<file path="src/rtl/spi_pkg.sv">
// spi_pkg: shared state encoding and width helpers for the SPI transfer controller.
package spi_pkg;
   localparam int ADDR_W_DEF = 7;
   localparam int DATA_W_DEF = 8;
   localparam int HDR_LEN = ADDR_W_DEF + 1;
   localparam int CNT_W = $clog2((HDR_LEN > DATA_W_DEF ? HDR_LEN : DATA_W_DEF) + 1);
   typedef enum logic [3:0] {
      IDLE      = 4'd0,
      HDR       = 4'd1,
      DECODE    = 4'd2,
      RD_FETCH  = 4'd3,
      RD_LOAD   = 4'd4,
      RD_SHIFT  = 4'd5,
      RD_INC    = 4'd6,
      WR_SHIFT  = 4'd7,
      WR_COMMIT = 4'd8,
      DONE      = 4'd9
   } state_e;
   function automatic int calc_cnt_w(input int aw, input int dw);
      return $clog2(((aw + 1) > dw ? aw + 1 : dw) + 1);
   endfunction
endpackage

</file>
<file path="src/rtl/spi_xfer_fsm_if.sv">
// spi_xfer_fsm_if: conditioned SPI inputs and datapath strobes of the transfer controller.
interface spi_xfer_fsm_if;
   logic cs_n, sclk_rise, sclk_fall, rw_bit;
   logic addr_we, addr_inc, sr_load, dm_we, miso_oe, busy, frame_err;
   modport master (
      output cs_n, sclk_rise, sclk_fall, rw_bit,
      input  addr_we, addr_inc, sr_load, dm_we, miso_oe, busy, frame_err
   );
   modport slave (
      input  cs_n, sclk_rise, sclk_fall, rw_bit,
      output addr_we, addr_inc, sr_load, dm_we, miso_oe, busy, frame_err
   );
endinterface

</file>
<file path="src/rtl/spi_bit_counter.sv">
// spi_bit_counter: bit counter with sync clear and a flag for the increment that reaches term.
module spi_bit_counter import spi_pkg::*; #(
   parameter int W = CNT_W
) (
   input  logic         clk,
   input  logic         reset,
   input  logic         clr,
   input  logic         en,
   input  logic [W-1:0] term,
   output logic [W-1:0] cnt,
   output logic         last
);
   always_ff @(posedge clk)
      cnt <= (reset || clr) ? '0 : en ? cnt + 1'b1 : cnt;
   assign last = en && (cnt + 1'b1 == term);
endmodule

</file>
<file path="src/rtl/spi_xfer_fsm.sv">
// spi_xfer_fsm: SPI memory slave control FSM with configurable widths, optional burst and frame-error flag.
module spi_xfer_fsm import spi_pkg::*; #(
   parameter int ADDR_W   = ADDR_W_DEF,
   parameter int DATA_W   = DATA_W_DEF,
   parameter bit BURST_EN = 1'b1
) (
   input logic          clk,
   input logic          reset,
   spi_xfer_fsm_if.slave bus
);
   localparam int HDR_N = ADDR_W + 1;
   localparam int CW = calc_cnt_w(ADDR_W, DATA_W);
   state_e state, state_nx;
   logic [CW-1:0] bit_cnt, term;
   logic cnt_en, cnt_clr, cnt_last, err_nx, frame_err_q;
   // Reads shift out on falls; a fall coinciding with a rise is dropped.
   assign cnt_en = (state == HDR || state == WR_SHIFT) ? bus.sclk_rise :
                   (state == RD_SHIFT) ? bus.sclk_fall && !bus.sclk_rise : 1'b0;
   assign term = (state == HDR) ? CW'(HDR_N) : CW'(DATA_W);
   assign cnt_clr = bus.cs_n || state == IDLE || cnt_last;
   assign err_nx = bus.cs_n && bit_cnt != '0 && state inside {HDR, RD_SHIFT, WR_SHIFT};
   spi_bit_counter #(.W(CW)) u_cnt (
      .clk(clk), .reset(reset), .clr(cnt_clr), .en(cnt_en),
      .term(term), .cnt(bit_cnt), .last(cnt_last)
   );
   always_ff @(posedge clk)
      if (reset) begin
         state       <= IDLE;
         frame_err_q <= 1'b0;
      end else begin
         state       <= state_nx;
         frame_err_q <= err_nx;
      end
   always_comb begin
      state_nx = state;
      if (bus.cs_n) state_nx = IDLE;
      else
         case (state)
            IDLE:      state_nx = HDR;
            HDR:       state_nx = cnt_last ? DECODE : HDR;
            DECODE:    state_nx = bus.rw_bit ? RD_FETCH : WR_SHIFT;
            RD_FETCH:  state_nx = RD_LOAD;
            RD_LOAD:   state_nx = RD_SHIFT;
            RD_SHIFT:  state_nx = !cnt_last ? RD_SHIFT : BURST_EN ? RD_INC : DONE;
            RD_INC:    state_nx = RD_FETCH;
            WR_SHIFT:  state_nx = cnt_last ? WR_COMMIT : WR_SHIFT;
            WR_COMMIT: state_nx = BURST_EN ? WR_SHIFT : DONE;
            DONE:      state_nx = DONE;
            default:   state_nx = IDLE;
         endcase
   end
   // Spare encodings fall outside every list below, so they look like IDLE.
   always_comb begin
      bus.busy      = state inside {HDR, DECODE, RD_FETCH, RD_LOAD, RD_SHIFT, RD_INC, WR_SHIFT, WR_COMMIT, DONE};
      bus.addr_we   = state == DECODE;
      bus.addr_inc  = state == RD_INC || (BURST_EN && state == WR_COMMIT);
      bus.sr_load   = state == RD_LOAD;
      bus.dm_we     = state == WR_COMMIT;
      bus.miso_oe   = state == RD_SHIFT;
      bus.frame_err = frame_err_q;
   end
endmodule

</file>
<file path="src/flat_wrapper.sv">
// flat-port wrapper written by rule: the top's interface ports become plain ports
module spi_xfer_fsm_flat import spi_pkg::*;
#(
   parameter int ADDR_W   = ADDR_W_DEF,
   parameter int DATA_W   = DATA_W_DEF,
   parameter bit BURST_EN = 1'b1
)
  (clk, reset, bus_cs_n, bus_sclk_rise, bus_sclk_fall, bus_rw_bit, bus_addr_we, bus_addr_inc, bus_sr_load, bus_dm_we, bus_miso_oe, bus_busy, bus_frame_err);
  spi_xfer_fsm_if bus_i ();
  input logic clk;
  input logic reset;
  input wire logic [$bits(bus_i.cs_n)-1:0] bus_cs_n;
  input wire logic [$bits(bus_i.sclk_rise)-1:0] bus_sclk_rise;
  input wire logic [$bits(bus_i.sclk_fall)-1:0] bus_sclk_fall;
  input wire logic [$bits(bus_i.rw_bit)-1:0] bus_rw_bit;
  output wire logic [$bits(bus_i.addr_we)-1:0] bus_addr_we;
  output wire logic [$bits(bus_i.addr_inc)-1:0] bus_addr_inc;
  output wire logic [$bits(bus_i.sr_load)-1:0] bus_sr_load;
  output wire logic [$bits(bus_i.dm_we)-1:0] bus_dm_we;
  output wire logic [$bits(bus_i.miso_oe)-1:0] bus_miso_oe;
  output wire logic [$bits(bus_i.busy)-1:0] bus_busy;
  output wire logic [$bits(bus_i.frame_err)-1:0] bus_frame_err;
  assign bus_i.cs_n = bus_cs_n;
  assign bus_i.sclk_rise = bus_sclk_rise;
  assign bus_i.sclk_fall = bus_sclk_fall;
  assign bus_i.rw_bit = bus_rw_bit;
  assign bus_addr_we = bus_i.addr_we;
  assign bus_addr_inc = bus_i.addr_inc;
  assign bus_sr_load = bus_i.sr_load;
  assign bus_dm_we = bus_i.dm_we;
  assign bus_miso_oe = bus_i.miso_oe;
  assign bus_busy = bus_i.busy;
  assign bus_frame_err = bus_i.frame_err;
  spi_xfer_fsm #(.ADDR_W(ADDR_W), .DATA_W(DATA_W), .BURST_EN(BURST_EN)) u_core (.clk(clk), .reset(reset), .bus(bus_i));
endmodule
</file>
<file path="config.mk">
export PLATFORM = sky130hd
export DESIGN_NAME = spi_xfer_fsm_flat
export DESIGN_NICKNAME = d
export VERILOG_FILES = /design/src/rtl/spi_pkg.sv /design/src/rtl/spi_xfer_fsm_if.sv /design/src/rtl/spi_bit_counter.sv /design/src/rtl/spi_xfer_fsm.sv /design/src/flat_wrapper.sv
export SDC_FILE = /design/constraint.sdc
export NUM_CORES = 1
export LEC_CHECK = 0
export ABC_AREA = 0
export CORE_MARGIN = 2
export CORE_UTILIZATION = 35
export DETAILED_ROUTE_END_ITERATION = 10
export GPL_ROUTABILITY_DRIVEN = 0
export MAX_ROUTING_LAYER = met4
export PLACE_DENSITY_LB_ADDON = 0.08
export SLEW_MARGIN = 30
export SYNTH_ARGS = -nofsm -noshare
export SYNTH_HDL_FRONTEND = slang
export SYNTH_SLANG_ARGS = --single-unit
</file>
<file path="constraint.sdc">
create_clock -name clk -period 1.7 [get_ports clk]
set_input_delay 0.34 -clock clk [delete_from_list [all_inputs] [get_ports clk]]
set_output_delay 0.34 -clock clk [all_outputs]
set_load 0.05 [all_outputs]
</file>
# --- Yosys cells after proc, flatten, opt, wreduce, memory -nomap -nowiden ---
# Index checks and enable logic that the tools add are counted.
op_classes:
  addsub: 1
  muxes: 7
  reduce_logical: 15
  eq_ne: 10
op_table:
  columns: ["cell", "count"]
  rows:
  - ["4-bit case mux with 10 select lines", 1]
  - ["4-bit by 3-bit == test with 1-bit output (second input constant)", 4]
  - ["4-bit == test (second input constant)", 3]
  - ["9-bit nonzero test", 1]
  - ["4-bit by 2-bit == test with 1-bit output (second input constant)", 2]
  - ["1-bit logical OR", 5]
  - ["4-bit by 1-bit adder with 4-bit output (second input constant)", 1]
  - ["4-bit by 1-bit == test with 1-bit output (second input constant)", 1]
  - ["1-bit logical AND", 4]
  - ["4-bit logical NOT", 1]
  - ["2-bit two-way mux", 2]
  - ["4-bit two-way mux", 1]
  - ["4-bit nonzero test", 1]
  - ["3-bit two-way mux", 1]
  - ["3-bit nonzero test", 1]
  - ["1-bit two-way mux", 2]
  - ["2-bit OR reduction", 1]
  - ["1-bit logical NOT", 1]
totals:
  word_cells: 36
  out_inout_bits: 7
  in_bits: 6
  ff_bits: 9

# --- Depth between registers and ports, before layout ---
# Gate-level depths: netlist of the first run.
depth:
  word_depth: 7
  ltp_mapped: 6
  mapped_depth_nobuf: 6

# --- Modules after synthesis ---
# From an unflattened synthesis of the first run, not the netlist that was laid out.
hier_totals:
  cells_unflattened: 74
  hier_area_um2: 633.1
modules_own_cells:
  columns: ["module", "cells_per_inst", "seq_area_each_um2", "n_inst", "area_per_inst_um2"]
  rows:
  - ["spi_xfer_fsm", 51, 100.1, 1, 402.9]
  - ["spi_bit_counter", 23, 80.1, 1, 230.2]

# --- Worst setup path after synthesis of the first run ---
# OpenSTA, ideal clock, no wires.
synth_timing:
  kind: "flip-flop to output port"
  startpoint: "register u_core.state[0]"
  endpoint: "output port bus_sr_load"
  required_time_ps: 1360
  arrival_time_ps: 2029
  stages_incl_launch_ff: 3
  setup_slack_ps: -669
  path_cell_list: "dfxtp_1 -> clkbuf_1 -> nor4_1"
synth_via:
  elab_chain_cells: 1
synth_lines:
  columns: ["element", "line", "source"]
  rows:
  - ["start: declaration", "spi_xfer_fsm.sv:13", "state_e state, state_nx;"]
  - ["start signal: assignment", "spi_xfer_fsm.sv:31", "state <= state_nx;"]
  - ["4-bit by 3-bit == test with 1-bit output", "spi_xfer_fsm.sv:57", "bus.sr_load = state == RD_LOAD;"]
  - ["end: declaration", "flat_wrapper.sv:18", "output wire logic [$bits(bus_i.sr_load)-1:0] bus_sr_load;"]
# Every way passes these cells.

# --- Final worst setup path of the first run ---
layout_timing:
  startpoint: "register u_core.u_cnt.cnt[0]"
  endpoint: "register u_core.state[1]"
layout_via:
  elab_chain_cells: 5
  word_cells_on_any_way: 7
  cone_classes: "1 x add/sub; 1 x eq/ne; 4 x mux; 1 x reduce/logical"
layout_lines:
  columns: ["element", "line", "source"]
  rows:
  - ["start: declaration", "spi_bit_counter.sv:10", "output logic [W-1:0] cnt,"]
  - ["start signal: assignment", "spi_bit_counter.sv:14", "cnt <= (reset || clr) ? '0 : en ? cnt + 1'b1 : cnt;"]
  - ["4-bit by 1-bit adder with 4-bit output *", "spi_bit_counter.sv:15", "assign last = en && (cnt + 1'b1 == term);"]
  - ["4-bit == test *", "spi_bit_counter.sv:15", null]
  - ["1-bit logical AND *", "spi_bit_counter.sv:15", null]
  - ["4-bit two-way mux or 2-bit two-way mux (tied branches)", "spi_xfer_fsm.sv:46, spi_xfer_fsm.sv:40, spi_xfer_fsm.sv:44", null]
  - ["4-bit case mux with 10 select lines *", "spi_xfer_fsm.sv:38", "case (state)"]
# Mark *: on every way between the ends. The rest lies on a longest branch, timed or not.
# A chain may end at the register's enable or synchronous reset.

==> results of run 1 <==
## placed cells by master (no fill, tap or decap), drive strengths merged, types with 2 or more instances in the layout
master	instances
nand2	7
o21ai	2
ha	3
buf	26
nor2b	3
nor2	11
nand3	5
nand2b	2
a21oi	9
nor4	2
a21bo	2
nor3	3
dfxtp	9
o22ai	2
inv	4
clkdlybuf4s50	5
clkbuf	3
## worst max-delay path, stage by stage (launching register included)
cell      delay [ns]
dfxtp_1         0.37
ha_2            0.23
nand3_1         0.10
a21oi_2         0.19
nor2_2          0.06
or4b_1          0.49
a21boi_1        0.15
## cell usage after synthesis, drive strengths merged, types with 3 or more instances
cell | count | share of area
ha | 3 | 0.059
nand3 | 5 | 0.039
nor3 | 3 | 0.024
a21oi | 9 | 0.077
nor2 | 11 | 0.069
nor2b | 3 | 0.030
nand2 | 7 | 0.041
clkbuf | 3 | 0.018
dfxtp | 9 | 0.28
inv | 4 | 0.024
## power by group through the flow
stage	Combinational [mW]	Clock, mW	Sequential [mW]
6_report	0.0593	0.174	0.208
5_1_grt	0.0639	0.192	0.208
4_1_cts	0.0562	0.180	0.213
3_5_place_dp	0.0554	0	0.218
3_3_place_gp	0.0551	0	0.218
2_1_floorplan	0.0236	0	0.218
## cell type report
class                   instances  area [µm²]  area share
multi-input cells              66         532       0.476
clock inverters                 1        5.00     0.00448
well taps                      25        31.3      0.0280
inverters                       4        15.0      0.0134
clock buffers                   3        22.5      0.0202
flip-flops and latches          9         191       0.171
repair buffers                 31         320       0.287
## kinds of logic after synthesis
family                   after synthesis
XOR/XNOR                               1
AO/OA/AOI/OAI                         22
AND/OR/NAND/NOR                       39
multiplexers                           1
adder cells (fa/ha/maj)                3
flip-flops                             9
buffers and inverters                  7
## registers in the layout (all words and copies together) (netlist names)
name,flops
u_core.bus.frame_err,1
u_core.state,4
u_core.u_cnt.cnt,4
## metal layers
layer | vias to the layer above | GRT usage | wire length [µm]
met5 | - | - | 0
met4 | 0 | 0.0571 | 8
met3 | 2 | 0.0588 | 73
met2 | 15 | 0.247 | 809
met1 | 332 | 0.268 | 895
li1 | 365 | - | -
## stage by stage
step	hold WS (ns)	instances
after global routing	0.625	139
after floorplan	0.455	82
after CTS	0.587	132
after detailed placement	0.571	128
after global placement	0.573	128
final	0.586	139
## final timing paths
kind | to | start | slack (ns) | cells after the start
hold reg to reg | u_core.bus.frame_err$_SDFF_PP0_ | u_core.u_cnt.cnt[3]$_SDFFE_PP0P_ | 0.59 | 2
setup / recovery | u_core.state[1]$_SDFF_PP0_ | u_core.u_cnt.cnt[0]$_SDFFE_PP0P_ | 0.04 | 6
setup reg to reg | u_core.state[1]$_SDFF_PP0_ | u_core.u_cnt.cnt[0]$_SDFFE_PP0P_ | 0.04 | 6
hold / removal | u_core.bus.frame_err$_SDFF_PP0_ | u_core.u_cnt.cnt[3]$_SDFFE_PP0P_ | 0.59 | 2
## what timing repair did
item	in CTS	in global routing
pin swaps	0	7
hold buffers	0	0
buffers inserted	0	7
setup endpoints to repair	4	7
resized for setup	10	14
==> flow_metrics.py, run 1 <==
metrics = {
    "timing": {
        "drv_slew": 0,
        "slew_headroom": 0.820,
        "fmax_ghz": 0.603,
        "setup_tns_ns": 0,
        "tightest_slew_ns": 0.269,
        "setup-violations-final": 0,
        "finalWorstSetupSlack_ns": 0.0404,
        "skew_ns": 0.00426,
        "timing.final.crit_share": 0.976,
        "min_period_ns": 1.66,
        "finalHoldViolations": 0,
    },
    "synthesis": {
        "synth_adder_area_share": 0.0592,
        "synth_top_family_by_area": "simple AND/OR/NAND/NOR gates",
        "synth_cells": 82,
        "yosysSeqAreaShare": 0.284,
        "async_flop_share": 0,
        "syn_area_um2": 634,
        "yosys_most_used_dff": "dfxtp_1",
        "synth-edff-count": 0,
        "syn_nets": 91,
        "ys_ff_latch": 9,
        "muxShareOfSynthArea": 0.0158,
        "synth_compound_area_frac": 0.241,
        "synth-xor-area-share": 0.0138,
        "ys_warn_count": 0,
        "synth.distinct_cells": 34,
        "syn_area_per_cell_um2": 7.74,
        "yosys.area_share.simple": 0.345,
    },
    "power_and_ir_drop": {
        "p_leak_nw": 0.399,
        "p_sw_uw": 115,
        "comb_power_share": 0.134,
        "power.density_nw_per_um2": 395,
        "fin_total_pwr_uw": 441,
        "pwr-share-clk": 0.394,
        "ir_worst_vdd_uv": 427,
        "power.internal_uw": 327,
        "switching_share": 0.260,
        "seq_power_share": 0.471,
    },
    "flow_run": {
        "maxCapViolations": 0,
    },
    "drt": {
        "first_iter_violations": 23,
        "routedWlPerCell_um": 12.8,
        "avgViaCountPerCell": 5.14,
        "num_vias": 714,
        "final_antenna_net_count": 0,
        "drc_errors": 0,
        "routed_wl_um": 1790,
        "dr.pass1.iters": 4,
    },
    "final_layout": {
        "utilization": 0.654,
        "fin_nets": 124,
        "stdcell_area_um2": 1120,
        "diodes": 0,
        "area_delta_synth_final_pct": 76.1,
        "fillers": 136,
        "drive_above_1_share": 0.474,
    },
    "placed_design": {
        "port_buffers": 12,
        "placed_cell_area_um2": 945,
        "hpwl_um": 1260,
        "pre_cts_ws_ns": -0.215,
    },
    "global_route": {
        "grt_max_degree": 12,
        "antenna_found_initial": 0,
        "grt_use_total": 0.188,
        "overflow": 0,
        "grt_pass1_vias": 620,
        "grt_pass1_wl_um": 2750,
    },
    "clock_network": {
        "cts_made_buffers": 3,
        "htreeDepth": 1,
        "cts_tree": "built",
        "insertion_delay_ns": 0.27,
        "clk_pin_slew_ns": 0.07,
        "clock_path_buffers": 2,
        "clockRootBuffer": "clkbuf_4",
        "clock-sinks": 9,
    },
    "floorplan": {
        "rows": 15,
        "core_area_um2": 1710,
        "die_x_um": 46.6,
        "initial_core_util": 0.371,
        "dieArea_um2": 2170,
        "ios": 13,
        "die_h_um": 46.6,
    },
    "critical_path": {
        "cp_max_fo": 3,
        "required_ns": 1.90,
        "crit_path_start_kind": "register",
        "path_class": "register to register",
        "crit_arrival_ns": 1.86,
        "endpoint_kind": "register",
    },
    "run_status": {
        "status": "finished, final reports clean",
    },
    "min_path": {
        "hold_path_class": "register to register",
    },
}
Power figures use the tool's default switching activity.
==> run 2, diff against run 1 <==
--- a/config.mk
+++ b/config.mk
@@ -12,6 +12,7 @@
 export GPL_ROUTABILITY_DRIVEN = 0
 export MAX_ROUTING_LAYER = met4
 export PLACE_DENSITY_LB_ADDON = 0.08
+export SKIP_LAST_GASP = 1
 export SLEW_MARGIN = 30
 export SYNTH_ARGS = -nofsm -noshare
 export SYNTH_HDL_FRONTEND = slang
==> flow_metrics.py, run 2 (synthesis results as in run 1) <==
metrics = {
    "run_status": {
        "status": "finished, final reports clean",
    },
    "timing": {
        "finalHoldViolations": 0,
        "fmax_ghz": 0.590,
        "setup-violations-final": 0,
        "rsz0062_at_grt": "true",
        "tightest_slew_ns": 0.293,
        "skew_ns": 0.00192,
        "drv_slew": 0,
        "setup_tns_ns": 0,
        "min_period_ns": 1.69,
        "slew_headroom": 0.804,
        "timing.final.crit_share": 0.997,
    },
    "power_and_ir_drop": {
        "p_leak_nw": 0.361,
        "power.internal_uw": 328,
        "switching_share": 0.251,
        "comb_power_share": 0.131,
        "seq_power_share": 0.482,
        "power.density_nw_per_um2": 429,
        "pwr-share-clk": 0.387,
        "ir_worst_vdd_uv": 414,
        "p_sw_uw": 110,
    },
    "floorplan": {
        "die_x_um": 46.6,
        "ios": 13,
        "initial_core_util": 0.371,
        "core_area_um2": 1710,
        "dieArea_um2": 2170,
        "rows": 15,
        "die_h_um": 46.6,
    },
    "critical_path": {
        "reg2reg_setup_slack_ns": 0.06,
        "crit_path_start_kind": "register",
        "path_class": "register to primary output",
        "crit_arrival_ns": 1.35,
        "required_ns": 1.36,
        "r2r_cells": 6,
        "endpoint_kind": "primary output",
        "cp_max_fo": 8,
    },
    "drt": {
        "first_iter_violations": 13,
        "num_vias": 687,
        "avgViaCountPerCell": 5.20,
        "dr.pass1.iters": 6,
        "routed_wl_um": 1660,
        "final_antenna_net_count": 0,
        "routedWlPerCell_um": 12.6,
        "drc_errors": 0,
    },
    "global_route": {
        "grt_pass1_wl_um": 2720,
        "grt_max_degree": 12,
        "grt_use_total": 0.185,
        "overflow": 0,
        "antenna_found_initial": 0,
        "grt_pass1_vias": 616,
    },
    "clock_network": {
        "htreeDepth": 1,
        "clock_path_buffers": 2,
        "cts_made_buffers": 3,
        "clock-sinks": 9,
        "cts_tree": "built",
        "cts_setup_buffers": 0,
        "insertion_delay_ns": 0.26,
        "clockRootBuffer": "clkbuf_4",
        "clk_pin_slew_ns": 0.07,
    },
    "final_layout": {
        "drive_above_1_share": 0.402,
        "area_delta_synth_final_pct": 61.1,
        "final_common_cell": "buf_4",
        "fin_nets": 117,
        "fillers": 146,
        "final_cell_mix": "buf_4, a21oi_1, nor2_1, nand2_1",
        "layout.cells.non_filler": 132,
        "diodes": 0,
    },
    "min_path": {
        "hold_path_class": "register to register",
        "min_path_cells": 2,
    },
    "placed_design": {
        "port_buffers": 12,
        "hpwl_um": 1260,
        "dp_cells": 128,
    },
    "flow_run": {
        "maxCapViolations": 0,
    },
}
[run 2: worst max-delay path: stages (launching register included)]
cell and delay [ns]:
dfxtp_2 0.37, buf_4 0.17, nor3_2 0.23, and2_4 0.19, buf_12 0.13
[run 2: metal layers]
metal	up-vias	global-route usage	routed length, µm
li1	348	-	-
met2	16	0.239	734
met3	0	0.0588	71
met4	0	0.0571	0
met5	-	-	0
met1	323	0.268	851
[run 2: layout make-up]
| type | instances | area (µm²) | share of cell area |
|---|---|---|---|
| multi-input combinational | 66 | 494 | 0.483 |
| timing repair buffer | 24 | 268 | 0.262 |
| sequential | 9 | 186 | 0.182 |
| tap | 25 | 31.3 | 0.0306 |
| clock buffer | 3 | 22.5 | 0.0220 |
| inverter | 4 | 15.0 | 0.0147 |
| clock inverter | 1 | 5.00 | 0.00490 |
[run 2: stage by stage]
step	util	total power, mW	instance area (µm²)	worst slack [ns]	hold WS, ns
final	0.599	0.438	1020	0.00551	0.588
after global routing	0.599	0.463	1020	-0.0654	0.625
after CTS	0.580	0.448	991	-0.0277	0.587
after detailed placement	0.553	0.273	945	-0.215	0.571
after global placement	0.553	0.273	945	-0.184	0.573
after floorplan	-	0.241	657	-0.122	0.455
[run 2: power by group through the flow]
stage / logic (mW) / registers, mW / clock network (mW)
after floorplan: 0.0236 / 0.218 / 0
after global placement: 0.0551 / 0.218 / 0
after CTS: 0.0556 / 0.213 / 0.180
after detailed placement: 0.0554 / 0.218 / 0
final: 0.0575 / 0.211 / 0.170
after global routing: 0.0615 / 0.211 / 0.190
[run 2: worst paths after layout]
path / from / to
min: u_core.u_cnt.cnt[3]$_SDFFE_PP0P_ / u_core.bus.frame_err$_SDFF_PP0_
min reg2reg: u_core.u_cnt.cnt[3]$_SDFFE_PP0P_ / u_core.bus.frame_err$_SDFF_PP0_
max: u_core.state[1]$_SDFF_PP0_ / bus_miso_oe
max reg2reg: u_core.u_cnt.cnt[0]$_SDFFE_PP0P_ / u_core.state[1]$_SDFF_PP0_
[run 2: timing repair]
action                                 4_1_cts  5_1_grt
pin swaps                                    0        1
gates cloned                                 0        0
setup endpoints to repair                    4        8
hold buffers                                 0        0
endpoints found under the hold margin        0        0
resized for setup                            8        8
